$ cat src/rtl/ps2_kbd_decoder.sv
// PS/2 keyboard receiver and scan-code-set-2 decoder feeding the key-unlock
// controller's passphrase input.
//
// Ports:
//   clk, rst      system clock, synchronous active-high reset
//   ps2_clk_i     raw PS/2 clock from the keyboard (asynchronous)
//   ps2_dat_i     raw PS/2 data from the keyboard (asynchronous)
//   ps2_data_o    ASCII byte, meaningful when ps2_valid_o=1, held otherwise
//   ps2_valid_o   one-cycle key event strobe
//   ps2_done_o    Enter indication, two cycles starting with the strobe
//   ps2_reset_o   Escape indication, coincident with the strobe
//   ps2_err_o     one-cycle pulse on start/parity/stop/timeout error
//
// Optional build macro PS2_TYPEMATIC_FILTER_EN suppresses auto-repeat make
// codes until the key's break code is seen.
module ps2_kbd_decoder #(
  parameter int unsigned TIMEOUT_CYCLES = 50000,
  parameter int unsigned SYNC_STAGES    = 2
) (
  input  logic       clk,
  input  logic       rst,
  input  logic       ps2_clk_i,
  input  logic       ps2_dat_i,
  output logic [7:0] ps2_data_o,
  output logic       ps2_valid_o,
  output logic       ps2_done_o,
  output logic       ps2_reset_o,
  output logic       ps2_err_o
);

  localparam int unsigned CNT_W = $clog2(TIMEOUT_CYCLES + 1);
  localparam logic [CNT_W-1:0] TO_MAX = CNT_W'(TIMEOUT_CYCLES);

  typedef enum logic [1:0] {IDLE, RECV, CHECK} frame_state_t;
  typedef enum logic [1:0] {NORM, BRK, EXT, EXTBRK} dec_state_t;

  // Make code to {mapped, lowercase ASCII}
  function automatic logic [8:0] xlate(input logic [7:0] c);
    case (c)
      8'h1C: xlate = {1'b1, 8'h61}; 8'h32: xlate = {1'b1, 8'h62};
      8'h21: xlate = {1'b1, 8'h63}; 8'h23: xlate = {1'b1, 8'h64};
      8'h24: xlate = {1'b1, 8'h65}; 8'h2B: xlate = {1'b1, 8'h66};
      8'h34: xlate = {1'b1, 8'h67}; 8'h33: xlate = {1'b1, 8'h68};
      8'h43: xlate = {1'b1, 8'h69}; 8'h3B: xlate = {1'b1, 8'h6A};
      8'h42: xlate = {1'b1, 8'h6B}; 8'h4B: xlate = {1'b1, 8'h6C};
      8'h3A: xlate = {1'b1, 8'h6D}; 8'h31: xlate = {1'b1, 8'h6E};
      8'h44: xlate = {1'b1, 8'h6F}; 8'h4D: xlate = {1'b1, 8'h70};
      8'h15: xlate = {1'b1, 8'h71}; 8'h2D: xlate = {1'b1, 8'h72};
      8'h1B: xlate = {1'b1, 8'h73}; 8'h2C: xlate = {1'b1, 8'h74};
      8'h3C: xlate = {1'b1, 8'h75}; 8'h2A: xlate = {1'b1, 8'h76};
      8'h1D: xlate = {1'b1, 8'h77}; 8'h22: xlate = {1'b1, 8'h78};
      8'h35: xlate = {1'b1, 8'h79}; 8'h1A: xlate = {1'b1, 8'h7A};
      8'h45: xlate = {1'b1, 8'h30}; 8'h16: xlate = {1'b1, 8'h31};
      8'h1E: xlate = {1'b1, 8'h32}; 8'h26: xlate = {1'b1, 8'h33};
      8'h25: xlate = {1'b1, 8'h34}; 8'h2E: xlate = {1'b1, 8'h35};
      8'h36: xlate = {1'b1, 8'h36}; 8'h3D: xlate = {1'b1, 8'h37};
      8'h3E: xlate = {1'b1, 8'h38}; 8'h46: xlate = {1'b1, 8'h39};
      8'h29: xlate = {1'b1, 8'h20}; 8'h5A: xlate = {1'b1, 8'h0D};
      8'h76: xlate = {1'b1, 8'h1B};
      default: xlate = 9'h000;
    endcase
  endfunction

  logic [SYNC_STAGES-1:0] clk_sync, dat_sync;
  logic                   clk_prev;
  frame_state_t           frame_state, frame_state_n;
  dec_state_t             dec_state, dec_state_n;
  logic [3:0]             bit_cnt, bit_cnt_n;
  logic [9:0]             shreg, shreg_n;
  logic [CNT_W-1:0]       to_cnt, to_cnt_n;
  logic                   lshift, lshift_n, rshift, rshift_n;
  logic [7:0]             data_n;
  logic                   valid_n, done_n, reset_n, err_n;
  logic [7:0]             last_make, last_make_n;

  logic       clk_s, dat_s, fall;
  logic [7:0] code;
  logic [8:0] xl;
  logic       emit;

  assign clk_s = clk_sync[SYNC_STAGES-1];
  assign dat_s = dat_sync[SYNC_STAGES-1];
  assign fall  = clk_prev & ~clk_s;
  assign code  = shreg[7:0];
  assign xl    = xlate(code);

  // State and output registers
  always_ff @(posedge clk) begin
    if (rst) begin
      clk_sync    <= '1;
      dat_sync    <= '1;
      clk_prev    <= 1'b1;
      frame_state <= IDLE;
      dec_state   <= NORM;
      bit_cnt     <= 4'd0;
      shreg       <= 10'd0;
      to_cnt      <= '0;
      lshift      <= 1'b0;
      rshift      <= 1'b0;
      last_make   <= 8'h00;
      ps2_data_o  <= 8'h00;
      ps2_valid_o <= 1'b0;
      ps2_done_o  <= 1'b0;
      ps2_reset_o <= 1'b0;
      ps2_err_o   <= 1'b0;
    end else begin
      clk_sync    <= {clk_sync[SYNC_STAGES-2:0], ps2_clk_i};
      dat_sync    <= {dat_sync[SYNC_STAGES-2:0], ps2_dat_i};
      clk_prev    <= clk_s;
      frame_state <= frame_state_n;
      dec_state   <= dec_state_n;
      bit_cnt     <= bit_cnt_n;
      shreg       <= shreg_n;
      to_cnt      <= to_cnt_n;
      lshift      <= lshift_n;
      rshift      <= rshift_n;
      last_make   <= last_make_n;
      ps2_data_o  <= data_n;
      ps2_valid_o <= valid_n;
      ps2_done_o  <= done_n;
      ps2_reset_o <= reset_n;
      ps2_err_o   <= err_n;
    end
  end

  // Frame reception, decode and translate
  always_comb begin
    frame_state_n = frame_state;
    dec_state_n   = dec_state;
    bit_cnt_n     = bit_cnt;
    shreg_n       = shreg;
    lshift_n      = lshift;
    rshift_n      = rshift;
    last_make_n   = last_make;
    data_n        = ps2_data_o;
    valid_n       = 1'b0;
    // Second cycle of the Enter done pulse
    done_n        = ps2_valid_o & ps2_done_o;
    reset_n       = 1'b0;
    err_n         = 1'b0;
    emit          = 1'b0;
    to_cnt_n      = fall ? '0 : ((to_cnt == TO_MAX) ? to_cnt : to_cnt + 1'b1);

    case (frame_state)
      IDLE: begin
        if (fall) begin
          if (!dat_s) begin
            frame_state_n = RECV;
            bit_cnt_n     = 4'd0;
          end else begin
            err_n = 1'b1;
          end
        end
      end
      RECV: begin
        if (fall) begin
          // Data, parity, stop arrive in that order; stop ends up in bit 9
          shreg_n   = {dat_s, shreg[9:1]};
          bit_cnt_n = bit_cnt + 4'd1;
          if (bit_cnt == 4'd9) frame_state_n = CHECK;
        end else if (to_cnt == TO_MAX) begin
          frame_state_n = IDLE;
          err_n         = 1'b1;
        end
      end
      CHECK: begin
        frame_state_n = IDLE;
        if ((^shreg[8:0]) && shreg[9]) begin
          case (dec_state)
            NORM: begin
              if (code == 8'hF0)      dec_state_n = BRK;
              else if (code == 8'hE0) dec_state_n = EXT;
              else if (code == 8'h12) lshift_n = 1'b1;
              else if (code == 8'h59) rshift_n = 1'b1;
              else begin
                emit = xl[8];
`ifdef PS2_TYPEMATIC_FILTER_EN
                if (code == last_make) emit = 1'b0;
                else last_make_n = code;
`endif
              end
            end
            BRK: begin
              if (code == 8'h12) lshift_n = 1'b0;
              if (code == 8'h59) rshift_n = 1'b0;
`ifdef PS2_TYPEMATIC_FILTER_EN
              if (code == last_make) last_make_n = 8'h00;
`endif
              dec_state_n = NORM;
            end
            EXT:     dec_state_n = (code == 8'hF0) ? EXTBRK : NORM;
            default: dec_state_n = NORM;
          endcase
        end else begin
          err_n = 1'b1;
        end
      end
      default: frame_state_n = IDLE;
    endcase

    if (emit) begin
      valid_n = 1'b1;
      data_n  = xl[7:0];
      if ((lshift | rshift) && (xl[7:0] >= 8'h61) && (xl[7:0] <= 8'h7A))
        data_n = xl[7:0] - 8'h20;
      if (code == 8'h5A) done_n  = 1'b1;
      if (code == 8'h76) reset_n = 1'b1;
    end
  end

endmodule

$ cat config.mk
export PLATFORM = sky130hd
export DESIGN_NAME = ps2_kbd_decoder
export DESIGN_NICKNAME = d
export VERILOG_FILES = /design/src/rtl/ps2_kbd_decoder.sv
export SDC_FILE = /design/constraint.sdc
export NUM_CORES = 1
export LEC_CHECK = 0
export ABC_CLOCK_PERIOD_IN_PS = 3100
export BUFFER_PORTS_ARGS = -buffer_cell sky130_fd_sc_hd__buf_4
export CORE_MARGIN = 3
export CORE_UTILIZATION = 46
export CTS_BUF_LIST = sky130_fd_sc_hd__clkbuf_4 sky130_fd_sc_hd__clkbuf_8
export DETAILED_ROUTE_END_ITERATION = 16
export GPL_TIMING_DRIVEN = 0
export PLACE_DENSITY = 0.65
export SLEW_MARGIN = 20
export SYNTH_ARGS = -nofsm -noshare
export SYNTH_HDL_FRONTEND = slang
export SYNTH_SLANG_ARGS = --single-unit
$ cat constraint.sdc
create_clock -name clk -period 3.1 [get_ports clk]
set_input_delay 0.31 -clock clk [delete_from_list [all_inputs] [get_ports clk]]
set_output_delay 0.31 -clock clk [all_outputs]
set_load 0.05 [all_outputs]
==> flow_metrics.tcl <==
set metrics [dict create \
    boundaryPins 16 \
    synth_edf_count 0 \
    seqPwrFrac_pct 48.9 \
    dieArea_um2 9760 \
    grt_pass1_vias 3445 \
    end_kind "flop" \
    yosysUniqueCellTypes 75 \
    clkLatencyLatePin_ns 0.33 \
    synth_top_area_share_pct 30.8 \
    synth_ff_type "dfxtp_1" \
    maxCapViolations 0 \
    hold_ws_ns 0.161 \
    track_usage_pct 22.4 \
    netlist_area_um2 3960 \
    synthArstFlopShare_pct 0 \
    syn_area_per_cell_um2 8.26 \
    clk_path_buf_depth 2 \
    multiInputGateArea_um2 2550 \
    die_y_um 98.8 \
    startpoint_type "flop" \
    setup_viol 0 \
    n_antenna_cell 0 \
    synth_seq_cells 61 \
    p_sw_mw 0.368 \
    fp-row-count 33 \
    drv_slew 0 \
    h-tree-depth 3 \
    crit_path_max_fanout 19 \
    finalHoldViolCount 0 \
    slew_headroom_pct 55.6 \
    drtIter0Drc 261 \
    antenna_found_initial 0 \
    powerDensity_nw_per_um2 362 \
    clkTransAtPathRegs_ns 0.07 \
    layout.nets 535 \
    io_buffers 15 \
    cts_buffers 9 \
    worst_slew_pin_slew_ns 0.665 \
    start_util_pct 47.7 \
    via_per_inst 5.94 \
    p_sw_share_pct 22.6 \
    arrival_ns 3.15 \
    coreArea_um2 8300 \
    finalWirelength_mm 10.7 \
    p_clk_share_pct 48.0 \
    syn-num-nets 510 \
    min_from "ps2_clk_i" \
    seq_area_frac_synth_pct 30.8 \
    fin_cells 615 \
    finalCritPeriodShare_pct 97.3 \
    nFillCells 808 \
    clock.fmax_mhz 332 \
    reg2reg_slack_ns 0.08 \
    critical_path_class "reg2reg" \
    wl_per_cell_um 17.3 \
    overflow 0 \
    grt_pass1_wl_mm 17.6 \
    syn-instance-count 480 \
    min_path_type "in2reg" \
    clock_skew_ns 0.0160 \
    p_comb_share_pct 3.1 \
    cts_tree "built" \
    ir_worst_vdd_mv 0.388 \
    grt_max_degree 20 \
    die_w_um 98.8 \
    seq_area_um2 1220 \
    drive_gt1_share_pct 15.9 \
    synth_area_leader_cell "dfxtp_1" \
    cts-root-buf "clkbuf_8" \
    drc 0 \
    min_to "clk_sync[0]$_SDFF_PP1_" \
    p_int_mw 1.26 \
    reg2reg_depth 14 \
    r2r_start "frame_state[0]$_SDFFE_PP0P_" \
    critPathRequiredTime_ns 3.24 \
    drt_pre_antenna_iters 5 \
    yosysWarnings 0 \
    period_minus_slack_ns 3.02 \
    whs_path_depth 2 \
    dpl.cell_count 600 \
    place_congestion 0.987 \
    route.antenna.remaining_nets 0 \
    vias 3653 \
    clkSinkCount 61 \
    hpwl_mm 8.10 \
    area_growth_pct 13.5 \
    status "finished clean" \
    synth_area_leaders "dfxtp_1, ha_1, nor2_1" \
    p_leak_nw 1.63 \
]
Yosys cell counts (5+ instances only):
cell type  count
o211ai_1       5
nand2_1       44
nor2_1        58
nand4_1       10
mux2i_1       11
clkbuf_1      12
o22ai_1        6
nor3_1        20
xor2_1        12
nand3_1       21
buf_2          8
or2_2          6
nor2b_1        5
inv_1         17
or3_1          5
nand2b_1      11
dfxtp_1       61
buf_6          5
ha_1          26
o21ai_0       16
a21oi_1       35
placed cells by master (no fill, tap or decap), types with 4 or more instances in the layout:
master and n:
dfxtp_1 61, nor2_1 58, nand2_1 44, a21oi_1 33
ha_1 24, nand3_1 21, nor3_1 20, inv_1 17
buf_4 17, o21ai_0 16, xor2_1 12, nand2b_1 11
mux2i_1 11, nand4_1 10, clkbuf_8 9, clkbuf_1 7
o22ai_1 6, or2_2 6, buf_2 5, o211ai_1 5
or3_1 5, clkbuf_2 4, buf_6 4, nor2b_1 4
a31oi_1 4, nand3b_1 4, xnor2_1 4
layer usage:
| layer | part of all wire [%] | GRT usage (%) | up-vias |
|---|---|---|---|
| met5 | 0 | 0 | - |
| met3 | 7.2 | 6.09 | 21 |
| met2 | 44 | 33.7 | 149 |
| met4 | 2.7 | 8.72 | 0 |
| met1 | 47 | 30.5 | 1717 |
| li1 | - | - | 1766 |
through the flow:
stage | area, µm² | setup WS (ns) | TNS (ns) | power [mW] | util (%)
2_1_floorplan | 3960 | 0.274 | 0 | 0.847 | -
3_3_place_gp | 4210 | -1.06 | -5.85 | 0.865 | 50.7
3_5_place_dp | 4210 | -0.951 | -5.13 | 0.864 | 50.7
4_1_cts | 4460 | 0.00980 | 0 | 1.66 | 53.7
5_1_grt | 4500 | -0.0128 | -0.0249 | 1.70 | 54.2
6_report | 4500 | 0.0839 | 0 | 1.63 | 54.2
worst max-delay path by stage:
stage	cells after the start	slack, ns	end	from
floorplan	14	0.27	flop	frame_state[1]$_SDFFE_PP0P_
global placement	14	-1.06	flop	rst
detailed placement	14	-0.95	flop	rst
CTS	13	0.01	flop	frame_state[1]$_SDFFE_PP0P_
global route	13	-0.01	flop	frame_state[0]$_SDFFE_PP0P_
finish	14	0.08	flop	frame_state[0]$_SDFFE_PP0P_
what timing repair did:
action / in CTS / in global routing
hold buffers: 0 / 0
gates resized for setup: 7 / 11
pin swaps: 1 / 1
endpoints found under the hold margin: 0 / 0
setup buffers: 1 / 1
setup endpoints to repair: 8 / 11
kinds of logic after synthesis:
family	Yosys count	share of synthesized area [%]
xor gates and xnor gates	18	4.52
and+or+nand+nor	206	27.1
muxes	15	4.20
DFF	61	30.8
buffers and inverters	47	6.19
adders and majority gates	26	8.21
AOI/OAI and AO/OA	107	19.0
power by group through the flow:
stage	Combinational [mW]	Sequential [mW]	Clock, mW
after floorplan	0.0326	0.814	0
after global placement	0.0501	0.814	0
after detailed placement	0.0497	0.814	0
after CTS	0.0503	0.796	0.810
after global routing	0.0565	0.797	0.851
final	0.0507	0.796	0.782
worst max-delay path, cell delays in order, from the launching register on:
cell,delay [ns]
dfxtp_1,0.35
buf_6,0.14
and4bb_1,0.22
buf_6,0.18
buf_8,0.19
nand2_1,0.12
a21oi_4,0.23
inv_1,0.14
ha_4,0.22
nor2b_2,0.17
nand3_1,0.16
a2111oi_4,0.05
nand2b_1,0.20
a21oi_2,0.19
o311ai_0,0.25
final cells by class:
class,count,share of cell area (%)
inverter,20,1.86
timing repair buffer,17,2.84
multi-input combinational,372,56.7
clock inverter,7,2.17
buffer,24,3.62
clock buffer,9,2.75
tap,105,2.92
sequential,61,27.2
(Power assumes the default switching activity.)
